===== src/rtl/mmss_timer.sv =====
// mm:ss up/down timer with one-second prescaler, preset load and terminal-value finish.
// Build option: define TIMER_AUTORELOAD_EN to pulse finish and reload the preset instead of halting.
module mmss_timer #(
  parameter int unsigned CLK_DIV = 100000000,
  parameter int unsigned MIN_MAX = 59,
  parameter int unsigned MIN_W   = 6
) (
  input  logic             clk,
  input  logic             reset,
  input  logic             enable,
  input  logic             forward,
  input  logic             load,
  input  logic [MIN_W-1:0] presetMinutes,
  input  logic [5:0]       presetSeconds,
  output logic [5:0]       outSeconds,
  output logic [MIN_W-1:0] outMinutes,
  output logic             secTick,
  output logic             minutesClock,
  output logic             finish
);

  localparam int unsigned      PRE_W    = (CLK_DIV > 1) ? $clog2(CLK_DIV) : 1;
  localparam logic [PRE_W-1:0] PRE_LAST = PRE_W'(CLK_DIV - 1);
  localparam logic [MIN_W-1:0] MIN_TOP  = MIN_W'(MIN_MAX);
  localparam logic [5:0]       SEC_TOP  = 6'd59;

  logic [PRE_W-1:0] pre_q;
  logic [5:0]       sec_q;
  logic [MIN_W-1:0] min_q;
  logic             tick_q;
  logic             mclk_q;
  logic             finish_q;

  logic             halted;
  logic             pre_wrap;
  logic             step;
  logic [5:0]       load_sec;
  logic [MIN_W-1:0] load_min;
  logic [5:0]       adv_sec;
  logic [MIN_W-1:0] adv_min;
  logic [5:0]       nxt_sec;
  logic [MIN_W-1:0] nxt_min;
  logic             hits_terminal;

`ifdef TIMER_AUTORELOAD_EN
  // The preset register only matters when a terminal value is followed by a reload.
  logic [5:0]       preset_sec_q;
  logic [MIN_W-1:0] preset_min_q;
  logic             reload_q;
`endif

  always_comb begin
`ifdef TIMER_AUTORELOAD_EN
    halted = 1'b0;
`else
    halted = finish_q;
`endif
    pre_wrap = (pre_q == PRE_LAST);
    step     = enable && !halted && pre_wrap;
    load_sec = (presetSeconds > SEC_TOP) ? SEC_TOP : presetSeconds;
    load_min = (presetMinutes > MIN_TOP) ? MIN_TOP : presetMinutes;
  end

  always_comb begin
    adv_sec = sec_q;
    adv_min = min_q;
    if (forward) begin
      if (sec_q >= SEC_TOP) begin
        adv_sec = '0;
        adv_min = (min_q >= MIN_TOP) ? '0 : min_q + MIN_W'(1);
      end else begin
        adv_sec = sec_q + 6'd1;
      end
    end else begin
      if (sec_q == '0) begin
        adv_sec = SEC_TOP;
        adv_min = (min_q == '0) ? MIN_TOP : min_q - MIN_W'(1);
      end else begin
        adv_sec = sec_q - 6'd1;
      end
    end

    nxt_sec = adv_sec;
    nxt_min = adv_min;
`ifdef TIMER_AUTORELOAD_EN
    if (reload_q) begin
      nxt_sec = preset_sec_q;
      nxt_min = preset_min_q;
    end
`endif

    hits_terminal = forward ? ((nxt_sec == SEC_TOP) && (nxt_min == MIN_TOP))
                            : ((nxt_sec == '0) && (nxt_min == '0));
  end

  always_ff @(posedge clk) begin
    if (reset) begin
      pre_q    <= '0;
      sec_q    <= '0;
      min_q    <= '0;
      tick_q   <= 1'b0;
      mclk_q   <= 1'b0;
      finish_q <= 1'b0;
`ifdef TIMER_AUTORELOAD_EN
      preset_sec_q <= '0;
      preset_min_q <= '0;
      reload_q     <= 1'b0;
`endif
    end else if (load) begin
      pre_q    <= '0;
      sec_q    <= load_sec;
      min_q    <= load_min;
      tick_q   <= 1'b0;
      mclk_q   <= 1'b0;
      finish_q <= 1'b0;
`ifdef TIMER_AUTORELOAD_EN
      preset_sec_q <= load_sec;
      preset_min_q <= load_min;
      reload_q     <= 1'b0;
`endif
    end else begin
      tick_q <= step;
      mclk_q <= step && (nxt_min != min_q);

      if (halted) begin
        pre_q <= '0;
      end else if (enable) begin
        pre_q <= pre_wrap ? '0 : pre_q + PRE_W'(1);
      end

      if (step) begin
        sec_q <= nxt_sec;
        min_q <= nxt_min;
      end

`ifdef TIMER_AUTORELOAD_EN
      finish_q <= step && hits_terminal;
      if (step) begin
        reload_q <= hits_terminal;
      end
`else
      if (step && hits_terminal) begin
        finish_q <= 1'b1;
      end
`endif
    end
  end

  assign outSeconds   = sec_q;
  assign outMinutes   = min_q;
  assign secTick      = tick_q;
  assign minutesClock = mclk_q;
  assign finish       = finish_q;

endmodule


===== config.mk =====
export PLATFORM = sky130hd
export DESIGN_NAME = mmss_timer
export DESIGN_NICKNAME = d
export VERILOG_FILES = /design/src/rtl/mmss_timer.sv
export SDC_FILE = /design/constraint.sdc
export NUM_CORES = 1
export LEC_CHECK = 0
export ABC_AREA = 1
export CAP_MARGIN = 20
export CORE_UTILIZATION = 32
export CTS_CLUSTER_DIAMETER = 50
export DETAILED_ROUTE_END_ITERATION = 16
export DONT_BUFFER_PORTS = 1
export PLACE_DENSITY = 0.43
export SLEW_MARGIN = 20
export SYNTH_ARGS = -nofsm -noshare
export SYNTH_HDL_FRONTEND = slang
export SYNTH_SLANG_ARGS = --single-unit

===== constraint.sdc =====
create_clock -name clk -period 1.95 [get_ports clk]
set_input_delay 0.39 -clock clk [delete_from_list [all_inputs] [get_ports clk]]
set_output_delay 0.39 -clock clk [all_outputs]
set_load 0.005 [all_outputs]

==> flow_metrics.env <==
export IMPL_cts_root_buf="clkbuf_8"
export IMPL_fin_ws_ps=89.3
export IMPL_grt_usage=0.192
export IMPL_grt_max_degree=15
export IMPL_drive_gt1_frac=0.275
export IMPL_die_height_um=98.0
export IMPL_worstSetupStartpointType="flop"
export IMPL_fin_skew_ps=5.72
export IMPL_switching_power_uw=614
export IMPL_violations="DRC"
export IMPL_first_global_vias=2948
export IMPL_placed_cell_area_um2=3350
export IMPL_internal_power_uw=1440
export IMPL_maxCapViolations=0
export IMPL_clockBufferDepth=2
export IMPL_place_gp_congestion=0.867
export IMPL_cp_max_fo=7
export IMPL_wl_mm=9.17
export IMPL_wl_met1_mm=4.79
export IMPL_antenna_left=0
export IMPL_path_common_cell="nand2_2"
export IMPL_h_tree_depth=2
export IMPL_cts_buffers=5
export IMPL_num_fill_cells=956
export IMPL_dpl_worst_slack_ps=-49.7
export IMPL_die_w_um=98.0
export IMPL_clock_sinks=42
export IMPL_first_pass_iters=11
export IMPL_period_needed_ps=1860
export IMPL_io_pins=32
export IMPL_min_path_type="in2reg"
export IMPL_seq_area_frac_synth=0.285
export IMPL_yosys_warnings=0
export IMPL_grt_setup_unrepaired="yes"
export IMPL_drt_iter0_markers=110
export IMPL_fp_row_count=34
export IMPL_irDropWorstVdd_uv=307
export IMPL_synth_seq_cells=42
export IMPL_layout_worst_path_cycle_share=0.954
export IMPL_ctsHoldBuffers=0
export IMPL_worstPathArrival_ps=2030
export IMPL_seq_area_um2=865
export IMPL_setup_viol=0
export IMPL_slew_violations=0
export IMPL_status="finished, violations left"
export IMPL_total_power_uw=2050
export IMPL_multi_input_area_um2=2050
export IMPL_worstSetupPathType="reg2reg"
export IMPL_worst_slew_pin_slew_ps=416
export IMPL_cp_num_buf_inv=2
export IMPL_slowest_delay_ps=380
export IMPL_max_freq_ghz=0.537
export IMPL_slowest_stage="dfxtp_4"
export IMPL_drcViolationCount=4
export IMPL_synthCells=470
export IMPL_hold_viol_final=0
export IMPL_antenna_found_initial=0
export IMPL_wl_per_cell_um=14.5
export IMPL_ys_types=38
export IMPL_portBuffers=0
export IMPL_die_area_um2=9610
export IMPL_syn_area_per_cell_um2=6.28
export IMPL_nNetsFinal=547
export IMPL_syn_num_nets=495
export IMPL_p_leak_uw=0.00165
export IMPL_sw_frac_of_total=0.299
export IMPL_grt_pass1_wl_mm=14.9
export IMPL_highest_layer="met4"
export IMPL_start_util=0.335
export IMPL_syn_area_um2=2950
export IMPL_post_drt_via_cell_ratio=5.03
export IMPL_required_ps=2120
export IMPL_antenna_cells=0
export IMPL_met2_length_mm=3.95
export IMPL_vias=3175
export IMPL_final_util=0.437
export IMPL_power_frac_comb=0.236
export IMPL_clkTransAtPathRegs_ps=80
export IMPL_max_slew_margin_rel=0.722
export IMPL_cp_cell_sequence="ha_4, and3_4, nand2_2, nor4_4, nand2_1, nand2_2, clkinvlp_4, buf_6, o21ai_0, a21oi_1"
export IMPL_dp_hpwl_mm=6.96
export IMPL_overflow=0
export IMPL_p_clk_frac=0.321
export IMPL_cellPowerDensity_nw_per_um2=533
export IMPL_final_area_um2=3850
export IMPL_pwr_share_seq=0.442
export IMPL_syn_to_final_growth_pct=30.5
export IMPL_endpoint_kind="flop"
export IMPL_clkLatencyLatePin_ps=290
export IMPL_critical_path_top_delay_family="simple AND/OR/NAND/NOR gates"
export IMPL_met3_length_um=375
export IMPL_coreArea_um2=8810
export IMPL_cts_tree="done"
## logic make-up (layout without fill, tap and decap cells)
logic type,Yosys count,in the layout,synth area share
AO/OA/AOI/OAI,64,64,0.123
XOR/XNOR,12,12,0.0356
adder cells (fa/ha/maj),8,8,0.0339
buffers and inverters,75,127,0.105
flip-flops,42,42,0.285
AND/OR/NAND/NOR,269,270,0.417
## Yosys cell counts
master	count	area (um2)
or2_2	3	18.8
nor4_2	1	12.5
and3_1	2	12.5
nor3b_1	1	7.51
o21bai_1	1	7.51
a211oi_1	1	7.51
o221ai_1	1	8.76
nor2_4	4	45.0
ha_1	8	100
nand4_1	14	87.6
o211ai_1	3	22.5
o22ai_1	1	6.26
o21a_1	3	22.5
nand2_2	8	50.1
a21oi_1	28	140
inv_2	1	3.75
nor3_1	14	70.1
nand3_2	2	20.0
nor3_2	1	10.0
nor4_1	5	31.3
nor2_1	55	206
nor2_2	2	12.5
buf_6	2	22.5
dfxtp_1	42	841
a22oi_1	2	15.0
xor2_1	12	105
nand2_1	117	439
clkbuf_1	3	11.3
a31oi_1	5	31.3
nand3_1	37	185
o21ai_2	1	8.76
a21oi_2	1	8.76
buf_4	1	7.51
clkinv_1	1	3.75
o21ai_0	17	85.1
nand3b_1	3	22.5
inv_1	60	225
buf_2	7	35.0
## metrics by stage
stage | setup TNS [ps] | hold slack, ps | std cells
after global routing | -152 | 135 | 631
after detailed placement | -49.7 | 445 | 611
final | 0 | 153 | 631
after CTS | 0 | 150 | 619
after global placement | -32.9 | 444 | 611
after floorplan | 0 | 426 | 470
## cells in the final DEF, fill, tap and decap left out, types with 6 or more instances in the layout
| cell type | instances |
|---|---|
| a21oi_1 | 27 |
| buf_4 | 52 |
| clkbuf_8 | 8 |
| dfxtp_1 | 29 |
| dfxtp_2 | 10 |
| inv_1 | 58 |
| nand2_1 | 110 |
| nand2_2 | 13 |
| nand3_1 | 27 |
| nand3_2 | 10 |
| nand4_1 | 14 |
| nor2_1 | 51 |
| nor2_2 | 6 |
| nor3_2 | 7 |
| o21ai_0 | 14 |
| xor2_1 | 11 |
## final cells by class
type                       instances  area share
inverter                          62      0.0614
tap                              108      0.0351
clock buffer                       8      0.0286
sequential                        42       0.225
multi-input combinational        354       0.532
timing repair buffer              57       0.118
## state kept, by name (all words and copies together) (netlist names)
register	count
pre_q	27
outMinutes	6
outSeconds	6
finish	1
minutesClock	1
secTick	1
## power groups by stage
stage	combinational, uW	clock [uW]	sequential [uW]
floorplan	291	0	911
global placement	407	0	924
detailed placement	404	0	923
CTS	410	686	903
global route	543	727	912
finish	485	659	908
## worst paths after layout
check / startpoint / end / slack, ps / cells past startpoint
worst max register to register: pre_q[0] / pre_q[20] / 90 / 10
worst min-delay path: reset / outSeconds[4] / 150 / 1
worst min register to register: pre_q[22] / pre_q[22] / 460 / 1
worst max-delay path: pre_q[0] / pre_q[20] / 90 / 10
## per-layer routing
layer  vias up  GRT usage
met3         4     0.0315
met4         0     0.0303
met5         -          0
met1      1470      0.288
met2        59      0.291
li1       1642          -
## what timing repair did
action,4_1_cts,5_1_grt
gates cloned,0,1
pin swaps,0,22
setup endpoints to repair,1,27
resized for setup,1,77
buffers inserted,0,11
Power figures use the tool's default switching activity.
